[src/rtl/res_accum_if.sv]
// ============================================================================
// res_accum_if : sample-in / batch-sum-out handshake bundle.   Rev 1.0
// ============================================================================
`default_nettype none

interface res_accum_if #(
  parameter int W     = 4,
  parameter int SUM_W = W + 4
);
  logic             in_valid;
  logic [W-1:0]     in_data;
  logic             in_ready;
  logic             out_valid;
  logic [SUM_W-1:0] out_sum;
  logic             out_ready;

  modport master (
    output in_valid, in_data, out_ready,
    input  in_ready, out_valid, out_sum
  );

  modport slave (
    input  in_valid, in_data, out_ready,
    output in_ready, out_valid, out_sum
  );
endinterface

`default_nettype wire

[src/rtl/res_accum.sv]
// ============================================================================
// res_accum : sums each batch of N unsigned samples into one output.  Rev 1.0
// ============================================================================
`default_nettype none

module res_accum #(
  parameter int N     = 8,
  parameter int W     = 4,
  parameter int SUM_W = W + 4
) (
  input  wire logic     clk,
  input  wire logic     rst,
  input  wire logic     clr,
  res_accum_if.slave    bus
);
  localparam int CNT_W = $clog2(N);
  localparam logic [CNT_W-1:0] C_LAST = CNT_W'(N - 1);

  logic [SUM_W-1:0] acc_q, acc_d;
  logic [CNT_W-1:0] cnt_q, cnt_d;
  logic             out_valid_q, out_valid_d;
  logic [SUM_W-1:0] out_sum_q, out_sum_d;

  logic             last;
  logic             in_ready;
  logic             accept;
  logic             xfer;
  logic [SUM_W-1:0] sum_next;

  // The final sample of a batch is only stalled when its result would
  // overwrite a still-pending sum; earlier samples always flow.
  assign last     = (cnt_q == C_LAST);
  assign in_ready = !(last && out_valid_q && !bus.out_ready);
  assign accept   = bus.in_valid && in_ready;
  assign xfer     = out_valid_q && bus.out_ready;
  assign sum_next = acc_q + SUM_W'(bus.in_data);

  always_comb begin
    acc_d       = acc_q;
    cnt_d       = cnt_q;
    out_valid_d = out_valid_q;
    out_sum_d   = out_sum_q;
    if (clr) begin
      acc_d       = '0;
      cnt_d       = '0;
      out_valid_d = 1'b0;
    end else begin
      if (xfer) begin
        out_valid_d = 1'b0;
      end
      // A completing batch overrides the drop above, giving bubble-free output.
      if (accept) begin
        if (last) begin
          out_sum_d   = sum_next;
          out_valid_d = 1'b1;
          acc_d       = '0;
          cnt_d       = '0;
        end else begin
          acc_d = sum_next;
          cnt_d = cnt_q + CNT_W'(1);
        end
      end
    end
  end

  always_ff @(posedge clk or negedge rst) begin
    if (!rst) begin
      acc_q       <= '0;
      cnt_q       <= '0;
      out_valid_q <= 1'b0;
      out_sum_q   <= '0;
    end else begin
      acc_q       <= acc_d;
      cnt_q       <= cnt_d;
      out_valid_q <= out_valid_d;
      out_sum_q   <= out_sum_d;
    end
  end

  assign bus.in_ready  = in_ready;
  assign bus.out_valid = out_valid_q;
  assign bus.out_sum   = out_sum_q;

endmodule

`default_nettype wire

[src/flat_wrapper.sv]
// flat-port wrapper written by rule: the top's interface ports become plain ports
module res_accum_flat 
#(
  parameter int N     = 8,
  parameter int W     = 4,
  parameter int SUM_W = W + 4
)
  (clk, rst, clr, bus_in_valid, bus_in_data, bus_out_ready, bus_in_ready, bus_out_valid, bus_out_sum);
  res_accum_if #(.W(W), .SUM_W(SUM_W)) bus_i ();
  input  wire logic clk;
  input  wire logic rst;
  input  wire logic clr;
  input wire logic [$bits(bus_i.in_valid)-1:0] bus_in_valid;
  input wire logic [$bits(bus_i.in_data)-1:0] bus_in_data;
  input wire logic [$bits(bus_i.out_ready)-1:0] bus_out_ready;
  output wire logic [$bits(bus_i.in_ready)-1:0] bus_in_ready;
  output wire logic [$bits(bus_i.out_valid)-1:0] bus_out_valid;
  output wire logic [$bits(bus_i.out_sum)-1:0] bus_out_sum;
  assign bus_i.in_valid = bus_in_valid;
  assign bus_i.in_data = bus_in_data;
  assign bus_i.out_ready = bus_out_ready;
  assign bus_in_ready = bus_i.in_ready;
  assign bus_out_valid = bus_i.out_valid;
  assign bus_out_sum = bus_i.out_sum;
  res_accum #(.N(N), .W(W), .SUM_W(SUM_W)) u_core (.clk(clk), .rst(rst), .clr(clr), .bus(bus_i));
endmodule
[config.mk]
export PLATFORM = sky130hd
export DESIGN_NAME = res_accum_flat
export DESIGN_NICKNAME = d
export VERILOG_FILES = /design/src/rtl/res_accum_if.sv /design/src/rtl/res_accum.sv /design/src/flat_wrapper.sv
export SDC_FILE = /design/constraint.sdc
export NUM_CORES = 1
export LEC_CHECK = 0
export BUFFER_PORTS_ARGS = -buffer_cell sky130_fd_sc_hd__buf_2
export CORE_MARGIN = 5
export CORE_UTILIZATION = 45
export CTS_BUF_LIST = sky130_fd_sc_hd__clkbuf_4
export DETAILED_ROUTE_END_ITERATION = 16
export PLACE_DENSITY = 0.64
export SLEW_MARGIN = 20
export SYNTH_ARGS = -nofsm -noshare
export SYNTH_HDL_FRONTEND = slang
export SYNTH_SLANG_ARGS = --single-unit
[constraint.sdc]
create_clock -name clk -period 4.7 [get_ports clk]
set_clock_uncertainty 0.2 [all_clocks]
set_input_delay 0.235 -clock clk [delete_from_list [all_inputs] [get_ports clk]]
set_output_delay 0.235 -clock clk [all_outputs]
set_load 0.01 [all_outputs]
Yosys cells after proc, flatten, opt, wreduce, memory -nomap -nowiden --
Index checks and enable logic that the tools add are counted.
Word-level totals: bits of input ports 9, output and inout port bits 10, memories kept 0, latch bits 0, ROM bits 0, register bits after elaboration 20, bits in writable memories 0, logic and storage cells 26
Cells by class: divide/modulo/power cells 0, eq/ne operators 1, reductions and logical operators 8, multiplexer cells 10, order comparisons 0, $mul 0, shift-type cells 0, add/sub/neg operators 2, bitwise gates (word level) 1
Operator list (count):
- two-way mux 8 bit | 3
- two-way mux 3 bit | 3
- adder 8 x 4 -> 8 bit | 1
- logical AND 1 bit | 4
- two-way mux 1 bit | 4
- adder 3 x 1 -> 3 bit, second input constant | 1
- equality test 3 bit, second input constant | 1
- AND reduction 3 bit | 1
- logical NOT 1 bit | 2
- nonzero test 2 bit | 1
- NOT 1 bit | 1

Depth between registers and ports, before layout --
Gate-level depths: netlist of run 1.
depth after elaboration 7, depth in mapped cells 7, depth with buffers taken out 6

Worst setup path after synthesis of run 1 --
No wires, ideal clock.
kind register to register, start register u_core.cnt_q[0], end register u_core.acc_q[6], setup slack 2.800 ns, arrival 1.579 ns, stages on the path, launching flop included 7, clock period less this slack 1.900 ns, path buffers 0, setup time 0.121 ns, cells stage by stage dfrtp_1 -> ha_1 -> ha_1 -> nand3b_1 -> a21oi_4 -> o21bai_1 -> a22o_2
On the way: cells in the longest elaborated chain, start to end 6, elaborated cells on any way between the ends 9, classes of those cells eq/ne: 1; mux: 3; reduce/logical: 5
Ends and longest elaborated chain:
- from (decl) | line res_accum.sv:20 | logic [CNT_W-1:0] cnt_q, cnt_d;
- from (signal assigned) | line res_accum.sv:74 | cnt_q <= cnt_d;
- equality test 3 bit | line res_accum.sv:32 | assign last = (cnt_q == C_LAST);
- logical AND 1 bit (2 in series) | line res_accum.sv:33 | assign in_ready = !(last && out_valid_q && !bus.out_ready);
- logical NOT 1 bit | line res_accum.sv:33
- net bus_in_ready | line flat_wrapper.sv:16 | output wire logic [$bits(bus_i.in_ready)-1:0] bus_in_ready;
- logical AND 1 bit | line res_accum.sv:34 | assign accept = bus.in_valid && in_ready;
- nonzero test 2 bit (no source line)
- to (signal assigned) | line res_accum.sv:68 | acc_q <= '0;
- to (signal assigned) | line res_accum.sv:73 | acc_q <= acc_d;
- to (decl) | line res_accum.sv:19 | logic [SUM_W-1:0] acc_q, acc_d;
The timed path passes the listed nets, and every way through them passes these cells. The select of a mux whose other input is x is not followed. A chain may end at the register's enable or synchronous reset.

Final worst setup path of run 1 --
start register u_core.acc_q[0], end register u_core.out_sum_q[4] (netlist: u_core.bus.out_sum[4])
On the way: cells in the longest elaborated chain, start to end 1
Ends and longest elaborated chain:
- adder 8 x 4 -> 8 bit | line res_accum.sv:36 | assign sum_next = acc_q + SUM_W'(bus.in_data);
- to (signal assigned) | line res_accum.sv:76 | out_sum_q <= out_sum_d;
- to (decl) | line res_accum.sv:22 | logic [SUM_W-1:0] out_sum_q, out_sum_d;
Every way passes these cells.

==> impl_metrics.env, run 1 <==
export IMPL_status="finished clean"
export IMPL_wl_met2_um=991
export IMPL_power_w=0.0003233
export IMPL_synth_top_area_cell="dfrtp_1"
export IMPL_fp_row_count=18
export IMPL_firstDrtPassIters=4
export IMPL_crit_arrival_ps=2060
export IMPL_gp_congestion=0.8225
export IMPL_drv_slew=0
export IMPL_clk_pin_slew_ps=120
export IMPL_syn_to_final_growth_pct=13.72
export IMPL_max_stage_delay_ps=420
export IMPL_avgSynthCellArea_um2=10.93
export IMPL_worstSetupEndpointType="register"
export IMPL_cts_tree="yes"
export IMPL_portBuffers=18
export IMPL_period_minus_slack_ps=2076
export IMPL_num_vias=844
export IMPL_top_layer="met4"
export IMPL_grt_pass1_wl_um=3753
export IMPL_finalSetupTns_ps=0
export IMPL_worst_ep_required_time_ps=4680
export IMPL_synth_warnings=0
export IMPL_synth_area_mm2=0.001104
export IMPL_crit_type="reg -> reg"
export IMPL_grt_max_degree=21
export IMPL_synth_edf_count=0
export IMPL_cts_root_buf="clkbuf_4"
export IMPL_initial_core_util=0.4579
export IMPL_synthTopCellsByCount="dfrtp_1, nand2_1, a21oi_1, ha_1, nand3_1"
export IMPL_period_share=0.4416
export IMPL_seq_power_share=0.565
export IMPL_syn_num_nets=117
export IMPL_yosysSeqAreaShare=0.4535
export IMPL_power_density_mw_per_mm2=257.6
export IMPL_tightest_slew_ps=452.8
export IMPL_cts_setup_buffers=0
export IMPL_min_path_type="in -> reg"
export IMPL_synth_top_area_share=0.4535
export IMPL_pwr_share_clk=0.264
export IMPL_synth_main_ff_cell="dfrtp_1"
export IMPL_grt_overflow=0
export IMPL_cp_cell_sequence="ha_1 > fa_1 > a21o_1 > a21oi_1 > xnor2_1 > o21ai_0"
export IMPL_die_width_um=59.52
export IMPL_synthArstFlopShare=1.000
export IMPL_drv_cap=0
export IMPL_drc=0
export IMPL_worstPathMaxFanout=3
export IMPL_combPwrFrac=0.171
export IMPL_p_int_w=0.0002324
export IMPL_synthTopCellsByArea="dfrtp_1, ha_1, a21oi_1"
export IMPL_sw_frac_of_total=0.2810
export IMPL_htree_levels=1
export IMPL_ys_ff_latch=20
export IMPL_p_switching_w=0.00009084
export IMPL_cts_buffers=3
export IMPL_via_per_inst=5.553
export IMPL_clockBufferDepth=2
export IMPL_p_leak_nw=0.6695
export IMPL_num_nets_final=139
export IMPL_wirelength_um=2184
export IMPL_post_synth_top_count_cell="dfrtp_1"
export IMPL_die_h_um=59.52
export IMPL_route_met3_wl_um=71
export IMPL_core_area_mm2=0.002410
export IMPL_hpwl_um=1643
export IMPL_grt_usage=0.1405
export IMPL_utilization=0.5208
export IMPL_antenna_left=0
export IMPL_cts_resized=0
export IMPL_met1_length_um=1096
export IMPL_worstSetupStartpointType="register"
export IMPL_setup_viol=0
export IMPL_die_area_mm2=0.003543
export IMPL_post_drt_wl_per_cell_um=14.37
export IMPL_grt_pass1_vias=866
export IMPL_ctsHoldBuffers=2
export IMPL_syn_inst=101
export IMPL_numClockSinks=20
export IMPL_ir_drop_v=0.0001494
export IMPL_relSlewSlack=0.6981
export IMPL_synth_distinct_cells=37
export IMPL_hold_viol_final=0
export IMPL_top_level_ports=19
export IMPL_max_freq_mhz=481.8
export IMPL_drive_gt1_frac=0.2541
export IMPL_antenna_found_initial=0
export IMPL_clk_latency_ps=310
export IMPL_drtIter0Drc=18
export IMPL_num_antenna_cells=0
export IMPL_crit_slowest_cell="fa_1"
export IMPL_rsz0062_at_grt="false"
==> kinds of logic after synthesis <==
family | synth area share
simple gates | 0.1622
compound gates | 0.2097
xor+xnor | 0.02381
mux | 0.04081
flops | 0.4535
buf+inv | 0.02380
fa+ha+maj | 0.08617
==> metal layers <==
layer  vias up  global-route usage
met4         0             0.04747
li1        418                   -
met5         -                   0
met2        12              0.2231
met3         4             0.02614
met1       410              0.1921
==> stage by stage <==
step / instance area (um2) / cells / worst slack, ps / hold WS (ps)
6_report: 1255 / 152 / 2624 / 93.15
5_1_grt: 1255 / 152 / 2551 / 88.41
3_3_place_gp: 1209 / 146 / 2729 / 10.98
3_5_place_dp: 1209 / 146 / 2663 / 18.61
4_1_cts: 1255 / 152 / 2628 / 90.20
2_1_floorplan: 1104 / 101 / 2800 / -260.6
==> path summary, 6_finish.rpt <==
check / cells after the start / startpoint / slack (ps) / endpoint
max in group asynchronous: 2 / rst / 3790 / u_core.acc_q[6]
max reg2reg: 6 / u_core.acc_q[0] / 2620 / u_core.bus.out_sum[4]
min: 4 / bus_out_ready / 90 / u_core.bus.out_valid
max: 6 / u_core.acc_q[0] / 2620 / u_core.bus.out_sum[4]
min in group asynchronous: 2 / rst / 190 / u_core.bus.out_sum[1]
min reg2reg: 2 / u_core.bus.out_sum[5] / 290 / u_core.bus.out_sum[5]
==> registers in the layout, summed over array words and instances (netlist names) <==
name                  count
u_core.bus.out_valid      1
u_core.acc_q              8
u_core.cnt_q              3
u_core.bus.out_sum        8
==> cells in the final DEF (no fill, tap or decap), types with 2 or more instances in the layout <==
master and instances:
a21o_1 3, or4_1 2, dfrtp_1 20, a22o_2 2, o21a_1 2, a21oi_1 9, nor2_1 5, ha_1 6
mux2_2 4, xnor2_1 2, a22o_1 3, o21ai_0 3, dlygate4sd3_1 2, buf_2 18, nand3_1 6, nand2_1 10
o211ai_1 2, clkbuf_4 3
==> cell type report <==
class                      count  area (um2)
inverter                       1       3.754
clock buffer                   3       22.52
sequential                    20       500.5
tap                           30       37.54
multi-input combinational     77       576.8
clock inverter                 1       3.754
timing repair buffer          20       110.1
fill                         219        1155
==> worst max-delay path: cells and delay by family, from the launching register on <==
family | cells | cell delay [ps]
adder cells (fa/ha/maj) | 2 | 650
AO/OA/AOI/OAI | 3 | 550
flip-flops | 1 | 410
XOR/XNOR | 1 | 150
==> power groups by stage <==
stage | registers (W) | logic (W) | clock network, W
2_1_floorplan | 0.000185 | 0.0000380 | 0
3_3_place_gp | 0.000186 | 0.0000527 | 0
3_5_place_dp | 0.000186 | 0.0000539 | 0
4_1_cts | 0.000183 | 0.0000555 | 0.0000870
5_1_grt | 0.000184 | 0.0000620 | 0.0000962
6_report | 0.000183 | 0.0000552 | 0.0000855
No activity file was read; power rests on OpenSTA's default activity.
==> run 2, diff against run 1 <==
PLACE_DENSITY = 0.67   (was 0.64)
clock period = 1.8 ns   (was 4.7 ns; I/O delays follow)
==> impl_metrics.env, run 2 (synthesis gave the netlist of run 1 again) <==
export IMPL_drive_gt1_frac=0.4507
export IMPL_via_per_inst=5.506
export IMPL_antenna_found_initial=0
export IMPL_num_nets_final=160
export IMPL_grt_pass1_wl_um=4422
export IMPL_grt_overflow=0
export IMPL_regArea_um2=500.5
export IMPL_p_leak_nw=0.7815
export IMPL_reg2reg_from="u_core.acc_q[0]"
export IMPL_crit_slowest_cell="dfrtp_1"
export IMPL_r2r_cells=6
export IMPL_worst_slack_ps=-133.2
export IMPL_wirelength_um=2640
export IMPL_syn_to_final_growth_pct=40.14
export IMPL_drv_cap=0
export IMPL_die_h_um=59.52
export IMPL_clk_latency_ps=290
export IMPL_cts_buffers=3
export IMPL_grt_pass1_vias=977
export IMPL_min_path_type="in -> reg"
export IMPL_core_area_mm2=0.002410
export IMPL_hold_path_startpoint="bus_in_data[0]"
export IMPL_die_width_um=59.52
export IMPL_worstSetupEndpointType="register"
export IMPL_dpl_cell_count=158
export IMPL_timing_hold_ws_ps=2.165
export IMPL_drv_slew=0
export IMPL_firstDrtPassIters=4
export IMPL_gp_congestion=0.7871
export IMPL_fin_cells=172
export IMPL_clockBufferDepth=2
export IMPL_reg2reg_slack_ps=-130
export IMPL_tightest_slew_ps=466.2
export IMPL_power_w=0.0009102
export IMPL_setup_viol=10
export IMPL_final_common_cell="dfrtp_1"
export IMPL_hold_depth=3
export IMPL_hold_viol_final=0
export IMPL_drtIter0Drc=13
export IMPL_grt_usage=0.1665
export IMPL_clk_pin_slew_ps=110
export IMPL_max_stage_delay_ps=440
export IMPL_fp_row_count=18
export IMPL_portBuffers=18
export IMPL_finalSetupTns_ps=-566.7
export IMPL_whs_endpoint="u_core.bus.out_sum[0]"
export IMPL_numClockSinks=20
export IMPL_htree_levels=1
export IMPL_rr_endpoint="u_core.bus.out_sum[6]"
export IMPL_drc=0
export IMPL_hpwl_um=1891
export IMPL_period_share=1.074
export IMPL_die_area_mm2=0.003543
export IMPL_worst_ep_required_time_ps=1790
export IMPL_crit_arrival_ps=1920
export IMPL_worstPathMaxFanout=3
export IMPL_num_vias=947
export IMPL_multiInputGateArea_um2=681.9
export IMPL_worstSetupStartpointType="register"
export IMPL_num_antenna_cells=0
export IMPL_grt_max_degree=21
export IMPL_violations="setup timing"
export IMPL_fill_cells=184
export IMPL_final_cell_mix="dfrtp_1, buf_2, buf_4"
export IMPL_cp_cell_sequence="ha_4 > fa_2 > a21o_1 > o21a_1 > xnor2_1 > a21oi_1"
export IMPL_rsz0062_at_grt="true"
export IMPL_period_minus_slack_ps=1933
export IMPL_status="finished, violations left"
export IMPL_cts_root_buf="clkbuf_4"
export IMPL_cts_tree="yes"
export IMPL_utilization=0.6417
export IMPL_max_freq_mhz=517.3
export IMPL_antenna_left=0
export IMPL_crit_type="reg -> reg"
export IMPL_post_drt_wl_per_cell_um=15.35
export IMPL_top_level_ports=19
export IMPL_initial_core_util=0.4579
export IMPL_ir_drop_v=0.0003958
export IMPL_relSlewSlack=0.6892
export IMPL_power_density_mw_per_mm2=588.6
==> run 2: power breakdown <==
group	leakage (nW)	switching (W)	internal [W]
sequential	0.275	0.0000143	0.000464
combinational	0.493	0.000108	0.000113
clock	0.0138	0.000133	0.0000779
total	0.781	0.000255	0.000655
==> run 2: how the worst max path moves through the flow <==
stage | startpoint | endpoint | slack, ps
detailed placement | u_core.acc_q[1] | u_core.bus.out_sum[5] | -140
finish | u_core.acc_q[0] | u_core.bus.out_sum[6] | -130
global route | u_core.acc_q[0] | u_core.bus.out_sum[6] | -190
global placement | u_core.cnt_q[1] | u_core.acc_q[7] | -10
floorplan | u_core.cnt_q[0] | u_core.acc_q[6] | 2
CTS | u_core.acc_q[1] | u_core.bus.out_sum[7] | -110
==> run 2: worst max-delay path: cells and delay by family (launching register included) <==
family	cells	cell delay, ps
AOI/OAI and AO/OA	3	480
xor gates and xnor gates	1	160
adders and majority gates	2	540
DFF	1	440
==> run 2: per-layer routing <==
metal / global-route usage / routed length, um / vias to the layer above / share of wire
met3: 0.02614 / 90 / 2 / 0.034
met5: 0 / 0 / - / 0
met1: 0.2171 / 1150 / 468 / 0.44
met2: 0.2839 / 1386 / 19 / 0.53
met4: 0.04747 / 12 / 0 / 0.0045
li1: - / - / 458 / -
==> run 2: repair_timing <==
action	in CTS	in global routing
buffers inserted	2	4
endpoints found under the hold margin	25	1
hold buffers	5	1
pin swaps	8	11
endpoints found under the setup margin	9	17
resized for setup	12	11
==> run 2: stage by stage <==
| stage | setup slack [ps] | instance area (um2) |
|---|---|---|
| floorplan | 2.240 | 1127 |
| global placement | -13.88 | 1323 |
| detailed placement | -139.0 | 1323 |
| CTS | -107.3 | 1466 |
| global route | -189.8 | 1546 |
| finish | -133.2 | 1546 |
==> run 2: layout make-up <==
class | instances | share of cell area
repair buffers | 41 | 0.1942
multi-input cells | 77 | 0.4409
inverters | 1 | 0.002427
flip-flops and latches | 20 | 0.3236
well taps | 30 | 0.02427
clock buffers | 3 | 0.01456
==> run 3, diff against run 2 <==
SKIP_LAST_GASP = 1   (was not set)
==> impl_metrics.env, run 3 (synthesis gave the netlist of run 1 again) <==
export IMPL_crit_slowest_cell="dfrtp_1"
export IMPL_grt_pass1_wl_um=4422
export IMPL_numClockSinks=20
export IMPL_power_density_mw_per_mm2=592.9
export IMPL_antenna_left=0
export IMPL_worstSetupStartpointType="register"
export IMPL_drive_gt1_frac=0.4507
export IMPL_period_minus_slack_ps=1928
export IMPL_setup_viol=11
export IMPL_worstSetupEndpointType="register"
export IMPL_grt_pass1_vias=977
export IMPL_clk_pin_slew_ps=110
export IMPL_timing_hold_ws_ps=-0.6467
export IMPL_initial_core_util=0.4579
export IMPL_rsz0062_at_grt="true"
export IMPL_cts_root_buf="clkbuf_4"
export IMPL_post_dp_cell_area_mm2=0.001323
export IMPL_hpwl_um=1891
export IMPL_die_width_um=59.52
export IMPL_portBuffers=18
export IMPL_final_cell_mix="dfrtp_1, buf_2, buf_4"
export IMPL_cp_cell_sequence="ha_4 > fa_2 > a21o_1 > o21a_1 > xnor2_1 > a21oi_1"
export IMPL_firstDrtPassIters=4
export IMPL_ir_drop_v=0.0004080
export IMPL_r2r_cells=6
export IMPL_via_per_inst=5.483
export IMPL_wirelength_um=2649
export IMPL_clockBufferDepth=2
export IMPL_hold_viol_final=1
export IMPL_hold_path_startpoint="bus_in_data[0]"
export IMPL_reg2reg_from="u_core.acc_q[0]"
export IMPL_antenna_found_initial=0
export IMPL_crit_type="reg -> reg"
export IMPL_grt_usage=0.1665
export IMPL_htree_levels=1
export IMPL_drtIter0Drc=15
export IMPL_min_path_type="in -> reg"
export IMPL_syn_to_final_growth_pct=38.78
export IMPL_status="finished, violations left"
export IMPL_post_drt_wl_per_cell_um=15.40
export IMPL_final_common_cell="dfrtp_1"
export IMPL_core_area_mm2=0.002410
export IMPL_final_area_mm2=0.001531
export IMPL_num_antenna_cells=0
export IMPL_hold_depth=3
export IMPL_grt_max_degree=21
export IMPL_top_level_ports=19
export IMPL_fp_row_count=18
export IMPL_whs_endpoint="u_core.bus.out_sum[0]"
export IMPL_gp_congestion=0.7871
export IMPL_die_area_mm2=0.003543
export IMPL_grt_overflow=0
export IMPL_rr_endpoint="u_core.bus.out_sum[6]"
export IMPL_worstPathMaxFanout=3
export IMPL_drv_cap=0
export IMPL_max_freq_mhz=518.6
export IMPL_die_h_um=59.52
export IMPL_worst_slack_ps=-128.4
export IMPL_drc=0
export IMPL_p_leak_nw=0.7735
export IMPL_clk_latency_ps=300
export IMPL_drv_slew=0
export IMPL_cts_tree="yes"
export IMPL_max_stage_delay_ps=440
export IMPL_cts_buffers=3
export IMPL_worst_ep_required_time_ps=1790
export IMPL_num_vias=943
export IMPL_violations="hold timing, setup timing"
export IMPL_relSlewSlack=0.6911
export IMPL_tightest_slew_ps=463.3
export IMPL_crit_arrival_ps=1920
export IMPL_period_share=1.071
export IMPL_reg2reg_slack_ps=-130
export IMPL_num_nets_final=160
-- run 3: worst max path at each step --
stage,from,end,slack (ps),depth (start not counted)
after global routing,u_core.acc_q[0],u_core.bus.out_sum[6],-190,6
final,u_core.acc_q[0],u_core.bus.out_sum[6],-130,6
after CTS,u_core.acc_q[1],u_core.bus.out_sum[7],-110,6
after floorplan,u_core.cnt_q[0],u_core.acc_q[6],2,6
after detailed placement,u_core.acc_q[1],u_core.bus.out_sum[5],-140,5
after global placement,u_core.cnt_q[1],u_core.acc_q[7],-10,6
-- run 3: area by class of cell --
cell class / count / area [um2]
Fill cell: 185 / 878.3
Multi-Input combinational cell: 77 / 674.4
Sequential cell: 20 / 500.5
Timing Repair Buffer: 41 / 292.8
Tap cell: 30 / 37.54
Clock buffer: 3 / 22.52
Inverter: 1 / 3.754
-- run 3: through the flow --
step	TNS [ps]	utilization	total power, W	setup slack [ps]	std cells
2_1_floorplan	0	-	0.0005871	2.240	101
3_3_place_gp	-40.53	0.5488	0.0006511	-13.88	158
3_5_place_dp	-476.1	0.5488	0.0006582	-139.0	158
4_1_cts	-494.1	0.6085	0.0009024	-107.3	168
5_1_grt	-1288	0.6355	0.0009577	-188.1	172
6_report	-587.1	0.6355	0.0009080	-128.4	172
-- run 3: repair_timing --
item,CTS,global route
endpoints found under the hold margin,25,1
pin swaps,8,10
resized for setup,12,8
gates cloned,0,0
hold buffers,5,1
setup endpoints to repair,9,17
setup buffers,2,4
-- run 3: worst max-delay path, delay by kind of cell (launching register included) --
family                     cells  cell delay, ps
DFF                            1             440
AOI/OAI and AO/OA              3             480
adders and majority gates      2             540
xor gates and xnor gates       1             160
-- run 3: metal layers --
metal / global-route usage / vias up / share of wire
met1: 0.2171 / 470 / 0.45
met2: 0.2839 / 12 / 0.52
li1: - / 459 / -
met4: 0.04747 / 0 / 0.0045
met3: 0.02614 / 2 / 0.026
met5: 0 / - / 0
-- run 3: where the power goes --
part,leakage [nW],internal [W],switching [W]
registers,0.275,0.000465,0.0000138
clock network,0.0138,0.0000779,0.000135
logic,0.485,0.000110,0.000107
total,0.774,0.000652,0.000256
